### src/rtl/keypad_pkg.sv
// Shared types for the keypad row reader: geometry, debounce states,
// scan-result encoding and small combinational helpers.
package keypad_pkg;

    localparam int NUM_COLS = 5;
    localparam int NUM_ROWS = 4;
    localparam int NUM_KEYS = NUM_COLS * NUM_ROWS;
    localparam int CODE_W   = 5;
    localparam int CIDX_W   = 3;

    typedef logic [NUM_COLS-1:0] col_t;
    typedef logic [NUM_ROWS-1:0] row_t;
    typedef logic [NUM_KEYS-1:0] img_t;
    typedef logic [CODE_W-1:0]   code_t;
    typedef logic [CIDX_W-1:0]   cidx_t;

    typedef enum logic [1:0] {
        IDLE,
        DEBOUNCE,
        PRESSED,
        RELEASE
    } kp_state_e;

    typedef enum logic [1:0] {
        RES_NONE,
        RES_KEY,
        RES_MULTI
    } scan_kind_e;

    typedef struct packed {
        logic       valid;
        scan_kind_e kind;
        code_t      code;
    } scan_res_t;

    function automatic logic is_onehot(col_t v);
        return (v != '0) && ((v & (v - col_t'(1))) == '0);
    endfunction

    function automatic cidx_t col_index(col_t v);
        cidx_t idx;
        idx = '0;
        for (int i = 0; i < NUM_COLS; i++) begin
            if (v[i]) begin
                idx = cidx_t'(i);
            end
        end
        return idx;
    endfunction

    // Classify a full image; code is only meaningful for RES_KEY.
    function automatic scan_res_t classify(img_t img);
        scan_res_t r;
        int        n;
        r = '0;
        n = 0;
        for (int i = 0; i < NUM_KEYS; i++) begin
            if (img[i]) begin
                n++;
                r.code = CODE_W'(i);
            end
        end
        if (n == 0) begin
            r.kind = RES_NONE;
        end else if (n == 1) begin
            r.kind = RES_KEY;
        end else begin
            r.kind = RES_MULTI;
        end
        return r;
    endfunction

endpackage

### src/rtl/keypad_row_reader_if.sv
// Column strobe / row return inputs and debounced key outputs.
// The slave side is the reader; the master side drives the matrix.
interface keypad_row_reader_if;
    import keypad_pkg::*;

    col_t  col_sel;
    row_t  row_in;
    code_t key_code;
    logic  key_valid;
    logic  key_held;
    logic  multi_err;

    modport master (
        output col_sel,
        output row_in,
        input  key_code,
        input  key_valid,
        input  key_held,
        input  multi_err
    );

    modport slave (
        input  col_sel,
        input  row_in,
        output key_code,
        output key_valid,
        output key_held,
        output multi_err
    );

endinterface

### src/rtl/keypad_row_sync.sv
// Two-flop synchronizer for the asynchronous row return lines,
// cleared by the asynchronous active-low reset.
module keypad_row_sync
    import keypad_pkg::*;
#(
    parameter int WIDTH = NUM_ROWS
) (
    input  logic             clk,
    input  logic             rstn,
    input  logic [WIDTH-1:0] row_i,
    output logic [WIDTH-1:0] row_o
);

    logic [WIDTH-1:0] s1_q;
    logic [WIDTH-1:0] s2_q;

    // Two-stage capture of the raw rows.
    always_ff @(posedge clk or negedge rstn) begin
        if (!rstn) begin
            s1_q <= '0;
            s2_q <= '0;
        end else begin
            s1_q <= row_i;
            s2_q <= s1_q;
        end
    end

    assign row_o = s2_q;

endmodule

### src/rtl/keypad_row_reader.sv
// Keypad row reader: builds a 5x4 image per column cycle, classifies
// each complete scan and debounces single-key results across scans.
module keypad_row_reader
    import keypad_pkg::*;
#(
    parameter int SETTLE_CYCLES  = 3,
    parameter int DEBOUNCE_SCANS = 3
) (
    input  logic               clk,
    input  logic               rstn,
    keypad_row_reader_if.slave kp
);

    localparam logic [7:0] SET_N     = 8'(SETTLE_CYCLES);
    localparam logic [7:0] DEB_N     = 8'(DEBOUNCE_SCANS);
    localparam col_t       COL_FIRST = col_t'(1);
    localparam col_t       COL_LAST  = col_t'(1) << (NUM_COLS - 1);

    row_t       rows_s;
    col_t       col_q, col_d;
    logic [7:0] set_q, set_d;
    logic       smp_q, smp_d;
    img_t       img_q, img_d;
    col_t       seen_q, seen_d;
    logic       bad_q, bad_d;
    scan_res_t  res_q, res_d;
    scan_res_t  cls;
    logic       chg;
    cidx_t      cidx;
    code_t      base;

    kp_state_e  st_q, st_d;
    code_t      cand_q, cand_d;
    code_t      code_q, code_d;
    logic [7:0] dcnt_q, dcnt_d;
    logic       vld_q, vld_d;
    logic       merr_q, merr_d;
    logic       is_key;
    logic       same;
    logic [7:0] dnx;

    keypad_row_sync #(
        .WIDTH(NUM_ROWS)
    ) u_sync (
        .clk  (clk),
        .rstn (rstn),
        .row_i(kp.row_in),
        .row_o(rows_s)
    );

    assign chg  = kp.col_sel != col_q;
    assign cls  = classify(img_q);
    assign cidx = col_index(col_q);
    assign base = code_t'(cidx) * code_t'(NUM_ROWS);

    // Column phase tracking, image assembly and scan completion.
    always_comb begin
        col_d  = kp.col_sel;
        set_d  = set_q;
        smp_d  = smp_q;
        img_d  = img_q;
        seen_d = seen_q;
        bad_d  = bad_q;
        res_d  = '0;
        if (chg) begin
            set_d = '0;
            smp_d = 1'b0;
            if (col_q == COL_LAST) begin
                res_d       = cls;
                res_d.valid = (&seen_q) && !bad_q;
                bad_d       = 1'b1;
            end
            if (kp.col_sel == COL_FIRST) begin
                img_d  = '0;
                seen_d = '0;
                bad_d  = 1'b0;
            end else if (!is_onehot(kp.col_sel)) begin
                bad_d = 1'b1;
            end
        end else begin
            if (set_q != SET_N) begin
                set_d = set_q + 8'd1;
            end
            if (set_q == SET_N && !smp_q && is_onehot(col_q)) begin
                img_d[base +: NUM_ROWS] = rows_s;
                seen_d[cidx]            = 1'b1;
                smp_d                   = 1'b1;
            end
        end
    end

    // Scan-side state; a fresh reset leaves the running scan marked bad.
    always_ff @(posedge clk or negedge rstn) begin
        if (!rstn) begin
            col_q  <= '0;
            set_q  <= '0;
            smp_q  <= 1'b0;
            img_q  <= '0;
            seen_q <= '0;
            bad_q  <= 1'b1;
            res_q  <= '0;
        end else begin
            col_q  <= col_d;
            set_q  <= set_d;
            smp_q  <= smp_d;
            img_q  <= img_d;
            seen_q <= seen_d;
            bad_q  <= bad_d;
            res_q  <= res_d;
        end
    end

    // Debounce next-state; MULTI counts as NONE here.
    always_comb begin
        st_d   = st_q;
        cand_d = cand_q;
        dcnt_d = dcnt_q;
        code_d = code_q;
        vld_d  = 1'b0;
        merr_d = 1'b0;
        is_key = res_q.kind == RES_KEY;
        same   = is_key && (res_q.code == cand_q);
        dnx    = dcnt_q + 8'd1;
        if (res_q.valid) begin
            merr_d = res_q.kind == RES_MULTI;
            unique case (st_q)
                IDLE: begin
                    if (is_key) begin
                        cand_d = res_q.code;
                        if (DEB_N <= 8'd1) begin
                            st_d   = PRESSED;
                            code_d = res_q.code;
                            vld_d  = 1'b1;
                        end else begin
                            st_d   = DEBOUNCE;
                            dcnt_d = 8'd1;
                        end
                    end
                end
                DEBOUNCE: begin
                    if (same) begin
                        dcnt_d = dnx;
                        if (dnx >= DEB_N) begin
                            st_d   = PRESSED;
                            code_d = cand_q;
                            vld_d  = 1'b1;
                        end
                    end else if (is_key) begin
                        cand_d = res_q.code;
                        dcnt_d = 8'd1;
                    end else begin
                        st_d = IDLE;
                    end
                end
                PRESSED: begin
                    if (!same) begin
                        if (DEB_N <= 8'd1) begin
                            st_d = IDLE;
                        end else begin
                            st_d   = RELEASE;
                            dcnt_d = 8'd1;
                        end
                    end
                end
                RELEASE: begin
                    if (same) begin
                        st_d = PRESSED;
                    end else begin
                        dcnt_d = dnx;
                        if (dnx >= DEB_N) begin
                            st_d = IDLE;
                        end
                    end
                end
                default: begin
                    st_d = IDLE;
                end
            endcase
        end
    end

    // Debounce state and registered outputs.
    always_ff @(posedge clk or negedge rstn) begin
        if (!rstn) begin
            st_q   <= IDLE;
            cand_q <= '0;
            dcnt_q <= '0;
            code_q <= '0;
            vld_q  <= 1'b0;
            merr_q <= 1'b0;
        end else begin
            st_q   <= st_d;
            cand_q <= cand_d;
            dcnt_q <= dcnt_d;
            code_q <= code_d;
            vld_q  <= vld_d;
            merr_q <= merr_d;
        end
    end

    assign kp.key_code  = code_q;
    assign kp.key_valid = vld_q;
    assign kp.key_held  = (st_q == PRESSED) || (st_q == RELEASE);
    assign kp.multi_err = merr_q;

endmodule

### src/flat_wrapper.sv
// flat-port wrapper written by rule: the top's interface ports become plain ports
module keypad_row_reader_flat import keypad_pkg::*;
#(
    parameter int SETTLE_CYCLES  = 3,
    parameter int DEBOUNCE_SCANS = 3
)
  (clk, rstn, kp_col_sel, kp_row_in, kp_key_code, kp_key_valid, kp_key_held, kp_multi_err);
  keypad_row_reader_if kp_i ();
  input  logic clk;
  input  logic rstn;
  input wire logic [$bits(kp_i.col_sel)-1:0] kp_col_sel;
  input wire logic [$bits(kp_i.row_in)-1:0] kp_row_in;
  output wire logic [$bits(kp_i.key_code)-1:0] kp_key_code;
  output wire logic [$bits(kp_i.key_valid)-1:0] kp_key_valid;
  output wire logic [$bits(kp_i.key_held)-1:0] kp_key_held;
  output wire logic [$bits(kp_i.multi_err)-1:0] kp_multi_err;
  assign kp_i.col_sel = kp_col_sel;
  assign kp_i.row_in = kp_row_in;
  assign kp_key_code = kp_i.key_code;
  assign kp_key_valid = kp_i.key_valid;
  assign kp_key_held = kp_i.key_held;
  assign kp_multi_err = kp_i.multi_err;
  keypad_row_reader #(.SETTLE_CYCLES(SETTLE_CYCLES), .DEBOUNCE_SCANS(DEBOUNCE_SCANS)) u_core (.clk(clk), .rstn(rstn), .kp(kp_i));
endmodule
### config.mk
export PLATFORM = sky130hd
export DESIGN_NAME = keypad_row_reader_flat
export DESIGN_NICKNAME = d
export VERILOG_FILES = /design/src/rtl/keypad_pkg.sv /design/src/rtl/keypad_row_reader_if.sv /design/src/rtl/keypad_row_sync.sv /design/src/rtl/keypad_row_reader.sv /design/src/flat_wrapper.sv
export SDC_FILE = /design/constraint.sdc
export NUM_CORES = 1
export LEC_CHECK = 0
export CORE_MARGIN = 1.5
export CORE_UTILIZATION = 30
export CTS_CLUSTER_SIZE = 14
export DETAILED_ROUTE_END_ITERATION = 8
export PLACE_DENSITY = 0.54
export SETUP_SLACK_MARGIN = 0.15
export SLEW_MARGIN = 25
export SYNTH_ARGS = -nofsm -noshare
export SYNTH_HDL_FRONTEND = slang
export SYNTH_SLANG_ARGS = --single-unit
### constraint.sdc
create_clock -name clk -period 13.1 [get_ports clk]
set_clock_uncertainty 0.2 [all_clocks]
set_input_delay 1.965 -clock clk [delete_from_list [all_inputs] [get_ports clk]]
set_output_delay 1.965 -clock clk [all_outputs]
set_load 0.01 [all_outputs]
==> run metrics, run 1 <==
Die ar.=around 23000 um2; antenna-violating nets left=0; RSZ-0062 raised after global routing=no; Critical Path RT=approximately 13000 ps; Cell Area, Synth=~6800 um2; Worst Tran Pin Value=948 ps; crit share post-route=93.2%; layout cells sized above 1=between 10% and 20%; status=finished, final reports clean; CTS sink cnt=around 80; # DRC=0; buffer depth of the longest clock path=2; Synth cell types=100; P per Cell Area=69.6 nW/um2; Leakage=about 3.2 nW; fmax=between 0.08 and 0.09 GHz; yosys warns=0; synth top area cells=dfrtp_1 (28%), xnor2_1 (4.8%), ha_1 (4.4%); GRT Total Usage=12.9%; total CTS buffers=9; Worst VDD drop=about 0.000058 V; die height=roughly 150 um; Power, Total=~530 uW; Worst Path Buf+Inv=3; first-pass GRT wire length=~25 mm; Final Instance Count excl. Fillers=between 1k and 1.5k; Clk pin slew, worst setup/hold paths=roughly 70 ps; EDFF count, synth=0; hold slack=150 ps; initial antenna violation count=0; Hold WC Path Type=reg -> reg; post-synthesis sequential area ratio=about 29%; TritonRoute pass-1 iters=5; area share of the leading cell type in the synthesized netlist=around 28%; vias per cell=about 5.1; initial core utilization=between 30% and 40%; DRT Wirelength=around 15 mm; final hold vios=0; startpoint types=register; final non-filler cell area=around 7600 um2; Area growth syn-to-layout=11.7%; WL/cell=14.2 um; Max Cap Viol=0; Mean Syn Cell Area=roughly 9 um2; Slew headroom=a little over a third; setup_tns=0 ps; placer congestion estimate=0.836; CP Data Arrival Time=12290 ps; largest net degree at the start of global routing=between 70 and 80; Setup CP Type=reg -> reg; #FFs+latches synth=78; clk_lat worst skew=about 350 ps; Clock Root Buffer=clkbuf_16; Top FF cell, synth=dfrtp_1; total gr overflow=0; # diodes=0; FF/Latch Area=roughly 2000 um2; Slew Viols, Final=0; CP most frequent cell=ha_1; # fillers=~2.2k; Layout Nets=slightly below 800; cells after synthesis=roughly 750; top cells by count, synth=dfrtp_1 (77), nand2_1 (77), nor2_1 (65); dpl cells=between 1k and 1.5k; Detailed Place HPWL=around 11 mm; Die Span X=roughly 150 um; Tmin final=approximately 12000 ps; Buffers on Ports=18; H-tree depth=3; area of the multi-input gates=between 4000 and 5000 um2; critical path's slowest cell=dfrtp_1; Critical Path Fanout Max=5; CP endpoint kind=register; DRT iter0 DRCs=347; CP delay by family, top=adder cells; cell type with the largest total area after synthesis=dfrtp_1; Placed Instance Area=between 7000 and 8000 um2; Top Ports=19; CTS tree=done; row cnt=between 50 and 60; Max stage delay on crit path=a little over 400 ps; final setup fails=0; syn nets=roughly 790; fraction of registers with async set or reset after synthesis=100%; vias in the first global route=roughly 5k; Placeable Area=22000 um2; DR vias=approximately 5.4k
routing by layer:
| metal | up-vias | track usage (%) | part of all wire (%) | routed length [um] |
|---|---|---|---|---|
| met5 | - | 0 | 0 | 0 |
| met4 | 0 | 2.52 | 0.39 | 58 |
| met3 | 4 | 1.56 | 2.1 | 309 |
| met2 | 72 | 20.2 | 46 | 6730 |
| met1 | 2525 | 18.9 | 52 | 7670 |
| li1 | 2760 | - | - | - |
registers in the layout, summed over array words and instances (netlist names), named ones only:
name                 count
u_core.img_q            20
u_core.dcnt_q            8
u_core.res_q             8
u_core.set_q             8
u_core.cand_q            5
u_core.col_q             5
u_core.kp.key_code       5
u_core.seen_q            5
u_core.u_sync.row_o      4
u_core.u_sync.s1_q       4
u_core.bad_q             1
u_core.kp.key_valid      1
u_core.kp.multi_err      1
u_core.smp_q             1
u_core.st_q              1
metrics by stage:
stage / utilization [%] / setup WS, ps
after floorplan: - / 1830
after global placement: 32.6 / 1090
after detailed placement: 32.6 / 705
after CTS: 34.0 / 643
after global routing: 34.4 / 85.8
final: 34.4 / 891
cell type report:
type / instances / share of cell area, %
inverters: 23 / 1.18
multi-input cells: 620 / 61.2
well taps: 280 / 4.64
repair buffers: 24 / 3.00
clock buffers: 9 / 2.98
flip-flops and latches: 78 / 25.9
clock inverters: 7 / 1.18
logic make-up after synthesis:
kind of cell / synth area share (%)
AOI/OAI and AO/OA: 19.2
DFF: 28.9
xor gates and xnor gates: 16.1
and+or+nand+nor: 22.9
adders and majority gates: 4.44
buffers and inverters: 3.50
muxes: 4.97
cell usage in the layout, fill, tap and decap left out, types with 9 or more instances in the layout:
| cell type | count |
|---|---|
| nand2_1 | 77 |
| dfrtp_1 | 77 |
| nor2_1 | 64 |
| o21ai_0 | 55 |
| xnor2_1 | 37 |
| xor2_1 | 28 |
| a21oi_1 | 23 |
| ha_1 | 22 |
| nand3_1 | 21 |
| inv_1 | 20 |
| nor3_1 | 19 |
| mux2_2 | 17 |
| clkdlybuf4s50_1 | 17 |
| and2_1 | 15 |
| mux2i_1 | 11 |
| a22o_1 | 11 |
| or3_1 | 10 |
| nand2b_1 | 10 |
| xnor3_1 | 9 |
| clkbuf_16 | 9 |
power by group:
group          total (mW)  switching, mW  leakage [nW]  internal (mW)
clock network       0.262          0.110         0.152          0.153
logic              0.0188         0.0122          2.02        0.00664
registers           0.245        0.00188          1.06          0.243
path summary, 6_finish.rpt:
check / startpoint / end / slack (ps) / cells past startpoint
worst max-delay path: u_core.img_q[1]$_DFFE_PN0P_ / u_core.res_q[5]$_DFF_PN0_ / 890 / 60
worst min-delay path: u_core.u_sync.s1_q[2]$_DFF_PN0_ / u_core.u_sync.row_o[2]$_DFF_PN0_ / 150 / 0
worst max register to register: u_core.img_q[1]$_DFFE_PN0P_ / u_core.res_q[5]$_DFF_PN0_ / 890 / 60
worst min register to register: u_core.u_sync.s1_q[2]$_DFF_PN0_ / u_core.u_sync.row_o[2]$_DFF_PN0_ / 150 / 0
max in group asynchronous: rstn / u_core.col_q[0]$_DFF_PN0_ / 10760 / 1
min in group asynchronous: rstn / u_core.dcnt_q[5]$_DFFE_PN0P_ / 1440 / 1
repair_timing:
action,CTS,global route
resized for setup,0,10
setup endpoints to repair,0,2
buffers inserted,0,5
hold buffers,0,0
(Power assumes the default switching activity.)
==> inputs of run 2 (changes only) <==
- TNS_END_PERCENT: default -> 5
==> results of run 2 <==
Final layout, timing and power as in run 1 (identical DEF).
==> inputs of run 3 (changes only) <==
- ABC_AREA: default -> 1
==> run 3 against run 2 <==
Effect of this change: first-iteration DRC count fell by 35%; die area fell by 3.1%; setup slack improved by 2300 ps; flip-flop and latch count unchanged; critical endpoint is now u_core.res_q[6]$_DFF_PN0_.
==> run metrics, run 3 <==
top cells by count, synth=nand2_1 (266), inv_1 (154), nor2_1 (88); die height=151 um (-1.5%); Synth cell types=41 (-59%); buffer depth of the longest clock path=2 (unchanged); yosys warns=0 (unchanged); # fillers=2345 (+4.7%); cell with the most instances after synthesis=nand2_1; commonest non-fill, non-tap cell in the layout=nand2_1; first-pass GRT wire length=24.9 mm (-1.8%); fmax=0.101 GHz (+24%); Critical Path RT=13120 ps (-60 ps); critical path's slowest cell=dfrtp_1; Tmin final=9870 ps (-2340 ps); Buffers on Ports=18 (unchanged); CTS tree=done; # DRC=0 (unchanged); setup_tns=0 ps (unchanged); final non-filler cell area=7340 um2 (-2.8%); Worst Tran Pin Value=767 ps (-181 ps); GRT Total Usage=13.2% (+0.30 points); #FFs+latches synth=78 (unchanged); Layout Nets=1050 (+33%); Placed Instance Area=7070 um2 (-1.2%); Placeable Area=21200 um2 (-3.4%); Power, Total=592 uW (+12%); Clock Root Buffer=clkbuf_16; Slew Viols, Final=0 (unchanged); CTS sink cnt=78 (unchanged); largest net degree at the start of global routing=60 (-24%); Detailed Place HPWL=11.0 mm (+0.56%); total gr overflow=0 (unchanged); EDFF count, synth=0 (unchanged); RSZ-0062 raised after global routing=no; final hold vios=0 (unchanged); cells after synthesis=989 (+31%); Worst Hold Launch=u_core.u_sync.s1_q[1]$_DFF_PN0_; DRT Wirelength=13.7 mm (-7.5%); post-synthesis adder-cell area fraction=4.58% (+0.14 points); CP Data Arrival Time=9890 ps (-2400 ps); most frequent cells in the layout=nand2_1 (266), inv_1 (154), nor2_1 (88); antenna-violating nets left=0 (unchanged); Setup CP Type=reg -> reg; Top Ports=19 (unchanged); Critical Path Fanout Max=3 (-2); status=finished, final reports clean; post-synthesis simple-gate area fraction=46.0% (+23 points); row cnt=53 (-1.9%); Worst VDD drop=0.0000558 V (-3.1%); final setup fails=0 (unchanged); crit share post-route=75.3% (-18 points); layout cells sized above 1=14.9% (+2.7 points); PnR worst setup slack=3230 ps (+2340 ps); clk_lat worst skew=340 ps (about the same); CP endpoint kind=register; post-synthesis compound-gate area fraction=8.63% (-11 points); TritonRoute pass-1 iters=5 (unchanged); Max Cap Viol=0 (unchanged); initial antenna violation count=0 (unchanged); fraction of registers with async set or reset after synthesis=100% (unchanged); Die Span X=151 um (-1.5%); final core area utilization=34.6% (+0.19 points); proportion of synthesized area in mux cells=0% (-5.0 points); vias per cell=4.57 (-11%); Largest Register=u_core.img_q; placer congestion estimate=0.810 (-3.1%); synth top area cells=dfrtp_1 (29%), nand2_1 (15%), inv_1 (8.8%); cell type with the largest total area after synthesis=dfrtp_1; startpoint types=register; max reg flops=20 (unchanged); Leakage=3.68 nW (+14%); total CTS buffers=9 (unchanged); H-tree depth=3 (unchanged); syn nets=1024 (+30%); post-synthesis sequential area ratio=29.8% (+0.93 points); Cell Area, Synth=6550 um2 (-3.1%); vias in the first global route=5719 (+12%); Area growth syn-to-layout=12.0%; # diodes=0 (unchanged); Clk pin slew, worst setup/hold paths=60 ps (about the same); WL/cell=10.5 um (-26%); P per Cell Area=80.6 nW/um2 (+16%); hold bufs inserted after CTS=0 (unchanged); r2r startpoint=u_core.img_q[0]$_DFFE_PN0P_; CP most frequent cell=nand2_1; DR vias=5914 (+10%); area share of the leading cell type in the synthesized netlist=29.4% (+0.92 points); Mean Syn Cell Area=6.63 um2 (-26%); critical path startpoint=u_core.img_q[0]$_DFFE_PN0P_; setup bufs post-CTS=0 (unchanged); Hold WC Path Type=reg -> reg; Slew headroom=48.4% (+12 points); Synth Area in XOR/XNOR=1.47% (-15 points); Die ar.=22700 um2 (-3.1%); initial core utilization=30.9% (+0.075 points); largest family of logic cells by synthesized area=simple AND/OR/NAND/NOR gates; number of instances resized during post-cts repair=0 (unchanged); Max stage delay on crit path=360 ps (-50 ps); Top FF cell, synth=dfrtp_1; DRT iter0 DRCs=227 (-35%); dpl ws=3210 ps (+2500 ps)
## run 3: report_power, final
| part | internal, mW | total [mW] | switching [mW] | leakage, nW |
|---|---|---|---|---|
| Clock | 0.130 | 0.232 | 0.103 | 0.137 |
| Sequential | 0.248 | 0.253 | 0.00581 | 1.05 |
| Combinational | 0.0368 | 0.106 | 0.0689 | 2.50 |
## run 3: per-stage QoR
stage / std cells / hold slack [ps]
floorplan: 989 / 131
global placement: 1279 / 133
detailed placement: 1279 / 136
CTS: 1295 / 151
global route: 1295 / 157
finish: 1295 / 150
## run 3: cell type report
| type | count | area [um2] | share of cell area (%) |
|---|---|---|---|
| clock buffers | 10 | 229 | 3.12 |
| clock inverters | 6 | 45.0 | 0.613 |
| inverters | 161 | 607 | 8.27 |
| multi-input cells | 746 | 3980 | 54.2 |
| flip-flops and latches | 78 | 1950 | 26.6 |
| well taps | 275 | 344 | 4.69 |
| repair buffers | 19 | 185 | 2.52 |
## run 3: worst paths after layout
| kind | to | slack, ps | depth (start not counted) |
|---|---|---|---|
| worst max-delay path | u_core.res_q[6]$_DFF_PN0_ | 3230 | 67 |
| worst min-delay path | u_core.u_sync.row_o[1]$_DFF_PN0_ | 150 | 0 |
| min in group asynchronous | u_core.dcnt_q[5]$_DFFE_PN0P_ | 1300 | 1 |
| worst max register to register | u_core.res_q[6]$_DFF_PN0_ | 3230 | 67 |
| worst min register to register | u_core.u_sync.row_o[1]$_DFF_PN0_ | 150 | 0 |
| max in group asynchronous | u_core.seen_q[4]$_DFFE_PN0P_ | 10370 | 2 |
## run 3: routing by layer
layer / GRT usage (%) / up-vias / routed length, um
li1: - / 3229 / -
met1: 17.8 / 2617 / 6990
met2: 22.6 / 62 / 6280
met3: 2.20 / 6 / 333
met4: 1.80 / 0 / 57
met5: 0 / - / 0
## run 3: logic make-up after synthesis
group	Yosys count
compound gates	104
xor+xnor	11
fa+ha+maj	24
buf+inv	165
flops	78
simple gates	607
## run 3: worst max-delay path, delay by kind of cell (launching register included)
kind | cells | cell delay [ps]
AO/OA/AOI/OAI | 3 | 480
adder cells (fa/ha/maj) | 18 | 4990
AND/OR/NAND/NOR | 40 | 3290
buffers and inverters | 6 | 390
flip-flops | 1 | 360
